$ cat src/rtl/rv32i_types.sv
// Shared core types: stall-cause indices and the stall counter read-port FSM states.
package rv32i_types;

    typedef enum logic [3:0] {
        RS_FULL           = 4'd0,
        BR_RS_FULL        = 4'd1,
        ALU_RS_FULL       = 4'd2,
        SQ_FULL           = 4'd3,
        LD_FULL           = 4'd4,
        FU_QUEUE_FULL     = 4'd5,
        MULT_BUSY         = 4'd6,
        DIV_BUSY          = 4'd7,
        FREE_LIST_EMPTY   = 4'd8,
        FETCH_QUEUE_EMPTY = 4'd9,
        ROB_FULL          = 4'd10,
        MEM_RS_FULL       = 4'd11,
        LSQ_FULL          = 4'd12,
        CDB_BUSY          = 4'd13,
        ICACHE_MISS       = 4'd14,
        DISPATCH_STALL    = 4'd15
    } stall_cause_e;

    localparam int NUM_STALL_CAUSES = 16;
    // The two aggregate counters sit directly after the per-cause ones.
    localparam int STALL_IDX_TOTAL  = NUM_STALL_CAUSES;
    localparam int STALL_IDX_ANY    = NUM_STALL_CAUSES + 1;

    typedef enum logic {
        RD_IDLE = 1'b0,
        RD_RESP = 1'b1
    } rd_state_e;

endpackage

$ cat src/rtl/stall_perf_counters_sat_counter.sv
// Saturating up-counter with synchronous clear that overrides increment.
module sat_counter #(
    parameter int WIDTH = 32
) (
    input  logic             clk,
    input  logic             rst,
    input  logic             inc,
    input  logic             clr,
    output logic [WIDTH-1:0] count
);

    // Clear wins; otherwise count up and stick at all-ones.
    always_ff @(posedge clk or posedge rst) begin
        if (rst)
            count <= '0;
        else if (clr)
            count <= '0;
        else if (inc && (count != '1))
            count <= count + WIDTH'(1);
    end

endmodule

$ cat src/rtl/stall_perf_counters.sv
// Per-cause stall-cycle counter bank with snapshot shadow and a one-at-a-time read port.
//
//   state   | meaning
//   --------+-------------------------------------------------------------
//   RD_IDLE | req_ready=1, waiting for a read request
//   RD_RESP | resp_valid=1, response registers held until resp_ready
module stall_perf_counters
    import rv32i_types::*;
#(
    parameter int NUM_CAUSES = NUM_STALL_CAUSES,
    parameter int CNT_WIDTH  = 32,
    parameter int IDX_W      = $clog2(NUM_CAUSES + 2)
) (
    input  logic                  clk,
    input  logic                  rst,
    input  logic                  count_en,
    input  logic [NUM_CAUSES-1:0] stall_vec,
    input  logic                  freeze,
    input  logic                  clear,
    input  logic                  snap,
    input  logic                  req_valid,
    output logic                  req_ready,
    input  logic [IDX_W-1:0]      req_idx,
    output logic                  resp_valid,
    input  logic                  resp_ready,
    output logic [CNT_WIDTH-1:0]  resp_data,
    output logic                  resp_err
);

    localparam int NUM_CNT = NUM_CAUSES + 2;

    logic                 count_ok;
    logic [NUM_CNT-1:0]   inc_vec;
    logic [CNT_WIDTH-1:0] live   [NUM_CNT];
    logic [CNT_WIDTH-1:0] shadow [NUM_CNT];
    rd_state_e            state_q, state_d;
    logic                 accept;
    logic                 idx_err;
    logic [CNT_WIDTH-1:0] sel_data;

    assign count_ok = count_en & ~freeze;
    // Layout: causes, then total, then any-stall.
    assign inc_vec  = {count_ok & (|stall_vec), count_ok, stall_vec & {NUM_CAUSES{count_ok}}};

    for (genvar g = 0; g < NUM_CNT; g++) begin : g_cnt
        sat_counter #(.WIDTH(CNT_WIDTH)) u_cnt (
            .clk   (clk),
            .rst   (rst),
            .inc   (inc_vec[g]),
            .clr   (clear),
            .count (live[g])
        );
    end

    // Shadow captures live values as they stood before this edge's update/clear.
    always_ff @(posedge clk or posedge rst) begin
        if (rst) begin
            for (int i = 0; i < NUM_CNT; i++) shadow[i] <= '0;
        end else if (snap) begin
            for (int i = 0; i < NUM_CNT; i++) shadow[i] <= live[i];
        end
    end

    assign accept     = req_valid && (state_q == RD_IDLE);
    assign req_ready  = (state_q == RD_IDLE);
    assign resp_valid = (state_q == RD_RESP);

    // Read FSM state register.
    always_ff @(posedge clk or posedge rst) begin
        if (rst)
            state_q <= RD_IDLE;
        else
            state_q <= state_d;
    end

    // Read FSM next-state.
    always_comb begin
        state_d = state_q;
        case (state_q)
            RD_IDLE: if (req_valid)  state_d = RD_RESP;
            RD_RESP: if (resp_ready) state_d = RD_IDLE;
            default: state_d = RD_IDLE;
        endcase
    end

    assign idx_err = (req_idx > IDX_W'(NUM_CNT - 1));

    // Shadow read mux; explicit compare keeps out-of-range indices off the array.
    always_comb begin
        sel_data = '0;
        for (int i = 0; i < NUM_CNT; i++) begin
            if (req_idx == IDX_W'(i)) sel_data = shadow[i];
        end
    end

    // Response registers load only on accept, so a later snap cannot disturb them.
    always_ff @(posedge clk or posedge rst) begin
        if (rst) begin
            resp_data <= '0;
            resp_err  <= 1'b0;
        end else if (accept) begin
            resp_data <= idx_err ? '0 : sel_data;
            resp_err  <= idx_err;
        end
    end

endmodule

$ cat config.mk
export PLATFORM = sky130hd
export DESIGN_NAME = stall_perf_counters
export DESIGN_NICKNAME = d
export VERILOG_FILES = /design/src/rtl/rv32i_types.sv /design/src/rtl/stall_perf_counters_sat_counter.sv /design/src/rtl/stall_perf_counters.sv
export SDC_FILE = /design/constraint.sdc
export NUM_CORES = 2
export LEC_CHECK = 0
export BUFFER_PORTS_ARGS = -buffer_cell sky130_fd_sc_hd__buf_2
export CAP_MARGIN = 15
export CORE_MARGIN = 4
export CORE_UTILIZATION = 56
export CTS_CLUSTER_SIZE = 24
export DETAILED_ROUTE_END_ITERATION = 7
export PLACE_DENSITY = 0.75
export SLEW_MARGIN = 5
export SYNTH_ARGS = -nofsm -noshare
export SYNTH_HDL_FRONTEND = slang
export SYNTH_SLANG_ARGS = --single-unit
export TNS_END_PERCENT = 5
$ cat constraint.sdc
create_clock -name clk -period 33.4 [get_ports clk]
set_input_delay 1.67 -clock clk [delete_from_list [all_inputs] [get_ports clk]]
set_output_delay 1.67 -clock clk [all_outputs]
set_load 0.01 [all_outputs]
* Word-level counts from Yosys, hierarchy flattened
Index checks and enable logic that the tools add are counted.
** Storage, ports and cells
- Flip-flop bits (word level) :: 1186
- Bits in latches :: 0
- Bits in writable memories :: 0
- Memory bits (read-only) :: 0
- Input port bits :: 29
- Output and inout bits :: 35
- Word-level logic and storage cells :: 195
- Memories :: 0
** Cells by class
- $add $sub $neg :: 18
- $mul :: 0
- Div/mod/pow operators :: 0
- Magnitude comparators :: 1
- Equality and inequality tests :: 35
- Shift operators :: 0
- Mux-type cells :: 58
- Bitwise operators :: 5
- Reduce and logical (&&, ||, !) cells :: 39
** Operators with widths (number)
- 2-to-1 mux 32 bit :: 55
- adder 32 x 1 -> 32 bit (second input constant) :: 18
- inequality test 32 bit (second input constant) :: 18
- equality test 5 x 4 -> 1 bit (second input constant) :: 8
- nonzero test 2 bit :: 18
- equality test 5 x 3 -> 1 bit (second input constant) :: 4
- logical AND 1 bit :: 19
- bitwise AND 16 bit :: 1
- OR reduction 16 bit :: 1
- equality test 5 x 2 -> 1 bit (second input constant) :: 2
- equality test 5 bit (second input constant) :: 2
- equality test 5 x 1 -> 1 bit (second input constant) :: 1
- > comparator 5 bit (second input constant) :: 1
- logical NOT 5 bit :: 1
- bitwise AND 1 bit :: 2
- 2-to-1 mux 1 bit :: 2
- NOT 1 bit :: 2
- case mux 1 bit (2 select lines) :: 1

* Longest topological paths before layout
- Depth after elaboration :: 20
- Depth in mapped cells :: 10
- Mapped depth without buffers :: 7

* Modules after synthesis
From an unflattened synthesis, not the netlist that was laid out.
** Unflattened totals
- Cells, all modules :: 5639
- Area total of the unflattened synthesis :: 59517.1 um^2
** Modules (own cells, without submodules)
- sat_counter (g_cnt[0].u_cnt ...) :: instances 17, cells each 186, area an instance 1740.4 um^2, sequential area each 800.8 um^2
- stall_perf_counters :: instances 1, cells each 2282, area an instance 28103.2 um^2, sequential area each 15264.6 um^2
- sat_counter (g_cnt[2].u_cnt) :: instances 1, cells each 195, area an instance 1826.8 um^2, sequential area each 800.8 um^2

* Least setup slack after synthesis
OpenSTA, ideal clock, no wires.
- Path kind :: input port to flip-flop
- Start point :: in req_idx[3]
- End point :: reg resp_data[24]
- Library setup time :: 0.087 ns
- Arrival time :: 3.381 ns
- Required time :: 33.313 ns
- Setup slack :: 29.932 ns
- Stages on the path :: 8
- Path buffers :: 3
- Cell sequence :: buf_2 or3b_2 clkbuf_1 nor2_1 clkbuf_1 a22oi_1 a221o_1 o211ai_1
** Between the ends
- Word-level cells in the longest chain between the ends :: 20
- Elaborated cells between the ends (all ways) :: 38
- Classes of those cells :: order compare: 1; eq/ne: 17; mux: 19; reduce/logical: 1
** Ends and longest elaborated chain
- from (decl) :: RTL line stall_perf_counters.sv:23 : input logic [IDX_W-1:0] req_idx,
- logical NOT 5 bit :: RTL line stall_perf_counters.sv:92 : if (req_idx == IDX_W'(i)) sel_data = shadow[i];
- 2-to-1 mux 32 bit (18 in series) :: RTL line stall_perf_counters.sv:92
- 2-to-1 mux 32 bit (*) :: RTL line stall_perf_counters.sv:102 : resp_data <= idx_err ? '0 : sel_data;
- to (signal assigned) :: RTL line stall_perf_counters.sv:102
- to (decl) :: RTL line stall_perf_counters.sv:26 : output logic [CNT_WIDTH-1:0] resp_data,
Every way passes the cells marked *; elsewhere a longest branch is shown, timed or not.
A chain may end at the register's enable or synchronous reset.

==> results.ini <==
[job]
cap_violations=0

[floorplan]
ios=64
core_sq_um=101000
start_util_pct=56.8
row_count=116
die_w_um=327
die_h_um=327
dieArea_sq_um=107000

[worst_setup_path]
required_ps=34090
crit_type=primary input to async pin
r2r_end=g_cnt[5].u_cnt.count[0]$_DFFE_PP0P_
rrSetupSlack_ps=30380
crit_fanout=79
critPathLaunchType=primary input
r2r-start=g_cnt[5].u_cnt.count[22]$_DFFE_PP0P_
crit_arrival_ps=5890
worstSetupEndpointType=async pin
crit_end=shadow[230]$_DFFE_PP0P_
rr_worst_depth=6
setup.worst_path.start=rst

[clock_network]
cts_resized=0
htreeDepth=3
post-cts-setup-buffers=0
hold_buffers=0
root_buffer=clkbuf_16
cts_tree=built
clk-insertion-delay-late_ps=720
cts_buffer_depth=3
path_clk_slew_ps=60
clock_sinks=1186
cts_buffers=118

[layout]
final_layout_size_suffix_gt1_share_pct=17.8
fin_util_pct=62.2
fillers=7915
nets=5317
finalNonFillerCells=6727
final_cell_mix=1186 x dfrtp_1, 648 x nor2_1, 576 x mux2_2
area_growth_pct=9.58
final_common_cell=dfrtp_1

[sta]
finalHoldViolations=0
skew_ps=27.4
max_freq_ghz=0.192
drv_slew=0
finalCriticalPeriod_ps=5200
rsz0062_at_grt=false
fin_setup_tns_ps=0
period_share_pct=15.6
setup_viol=0
hold_ws_ps=504
slew_headroom_pct=18.1
worstMarginPinSlew_ps=1230

[grt]
grt_usage_pct=32.2
grt_pass1_vias=41500
grt_max_degree=205
antenna_found_initial=9
grt_pass1_wl_um=263000
grt_overflow=0

[synthesis]
avgSynthCellArea_sq_um=10.8
yosys_warnings=0
synth.cell_area_sq_um=57100
synth-edff-count=0
syn-num-nets=5354
async_flop_share_pct=100
synthCells=5307
synth_cell_types=87
ys_ff_latch=1186
yosysSeqAreaShare_pct=52.0
ys.flop_type=dfrtp_1

[route]
ant_nets=0
detail_route.vias_per_cell=6.41
vias=43100
wire_per_inst_um=25.7
drt-initial-drc-count=4805
wl_um=173000
firstDrtPassIters=7
drc=0

[placement]
port_buffers=63
hpwl_um=124000
gp_congestion=1.01
place_inst=6505

[power]
power.leakage_nw=27.8
ir_worst_vdd_mv=0.0410
powerDensity_nw_per_um2=47.3

[hold_path]
hold_path.class=flop to flop

[outcome]
outcome=finished clean

[sequential cells by signal, summed over array words and instances (netlist names)]
name               cells
g_cnt.u_cnt.count    576
shadow               576
resp_data             32
resp_err               1
resp_valid             1
[where the power goes]
group          leakage, nW  total [mW]  internal [mW]  switching, mW
clock                 2.00        1.37          0.796          0.576
combinational         9.22       0.133         0.0325          0.100
sequential            16.6        1.45           1.44         0.0101
total                 27.8        2.96           2.27          0.686
[synth_stat cells (69+ instances only)]
cell	count	area share [%]
nand4_1	222	2.4
xnor2_1	184	2.8
nor2_1	649	4.3
mux2_2	576	11
mux2i_1	69	1.2
a21oi_1	171	1.5
nand2_1	271	1.8
dfrtp_1	1186	52
nand3_1	256	2.2
nor3_1	132	1.2
or3_1	84	0.92
xor2_1	291	4.5
clkbuf_1	226	1.5
and4_1	72	1.1
o21ai_0	160	1.4
and3_1	104	1.1
[metrics by stage]
step | total power, mW | worst slack (ps) | area (sq um)
floorplan | 1.57 | 15350 | 57100
CTS | 2.97 | 28040 | 62500
finish | 2.96 | 28200 | 62600
detailed placement | 1.61 | 27290 | 58500
global placement | 1.61 | 27320 | 58500
global route | 3.04 | 27420 | 62600
[metal layers]
layer / wire length, um / global-route usage (%) / vias up
met5: 40 / 0 / -
met4: 9660 / 14.7 / 6
met3: 15600 / 7.47 / 421
met2: 75900 / 48.0 / 1923
met1: 71500 / 45.1 / 21800
li1: - / - / 19000
[how the worst min path moves through the flow]
stage	startpoint	end	depth (start not counted)	slack (ps)
after floorplan	shadow[0]$_DFFE_PP0P_	resp_data[0]$_DFFE_PP0P_	2	470
after global placement	shadow[519]$_DFFE_PP0P_	shadow[519]$_DFFE_PP0P_	1	480
after detailed placement	shadow[40]$_DFFE_PP0P_	shadow[40]$_DFFE_PP0P_	1	490
after CTS	shadow[40]$_DFFE_PP0P_	shadow[40]$_DFFE_PP0P_	1	500
after global routing	shadow[514]$_DFFE_PP0P_	shadow[514]$_DFFE_PP0P_	1	510
final	shadow[45]$_DFFE_PP0P_	shadow[45]$_DFFE_PP0P_	1	500
[layout make-up]
| class | instances | area (sq um) | area share, % |
|---|---|---|---|
| clock buffers | 163 | 3450 | 5.51 |
| multi-input cells | 3784 | 26100 | 41.8 |
| flip-flops and latches | 1186 | 29700 | 47.4 |
| inverters | 62 | 236 | 0.378 |
| well taps | 1357 | 1700 | 2.71 |
| repair buffers | 118 | 797 | 1.27 |
| diodes | 2 | 5.00 | 0.00800 |
| clock inverters | 55 | 577 | 0.922 |
[cell families (layout without fill, tap and decap cells)]
kind of cell | after synthesis | after routing | synth area share [%]
XOR/XNOR | 475 | 475 | 7.29
other | 0 | 2 | 0
adder cells (fa/ha/maj) | 18 | 18 | 0.395
buffers and inverters | 337 | 398 | 2.33
AND/OR/NAND/NOR | 2014 | 2014 | 17.8
AO/OA/AOI/OAI | 616 | 616 | 6.97
flip-flops | 1186 | 1186 | 52.0
multiplexers | 661 | 661 | 13.2
[critical path, stage by stage]
cell and delay [ps]:
buf_2 110, clkinvlp_4 560, buf_4 780, buf_4 900, buf_4 830, buf_4 880
(Power assumes the default switching activity.)
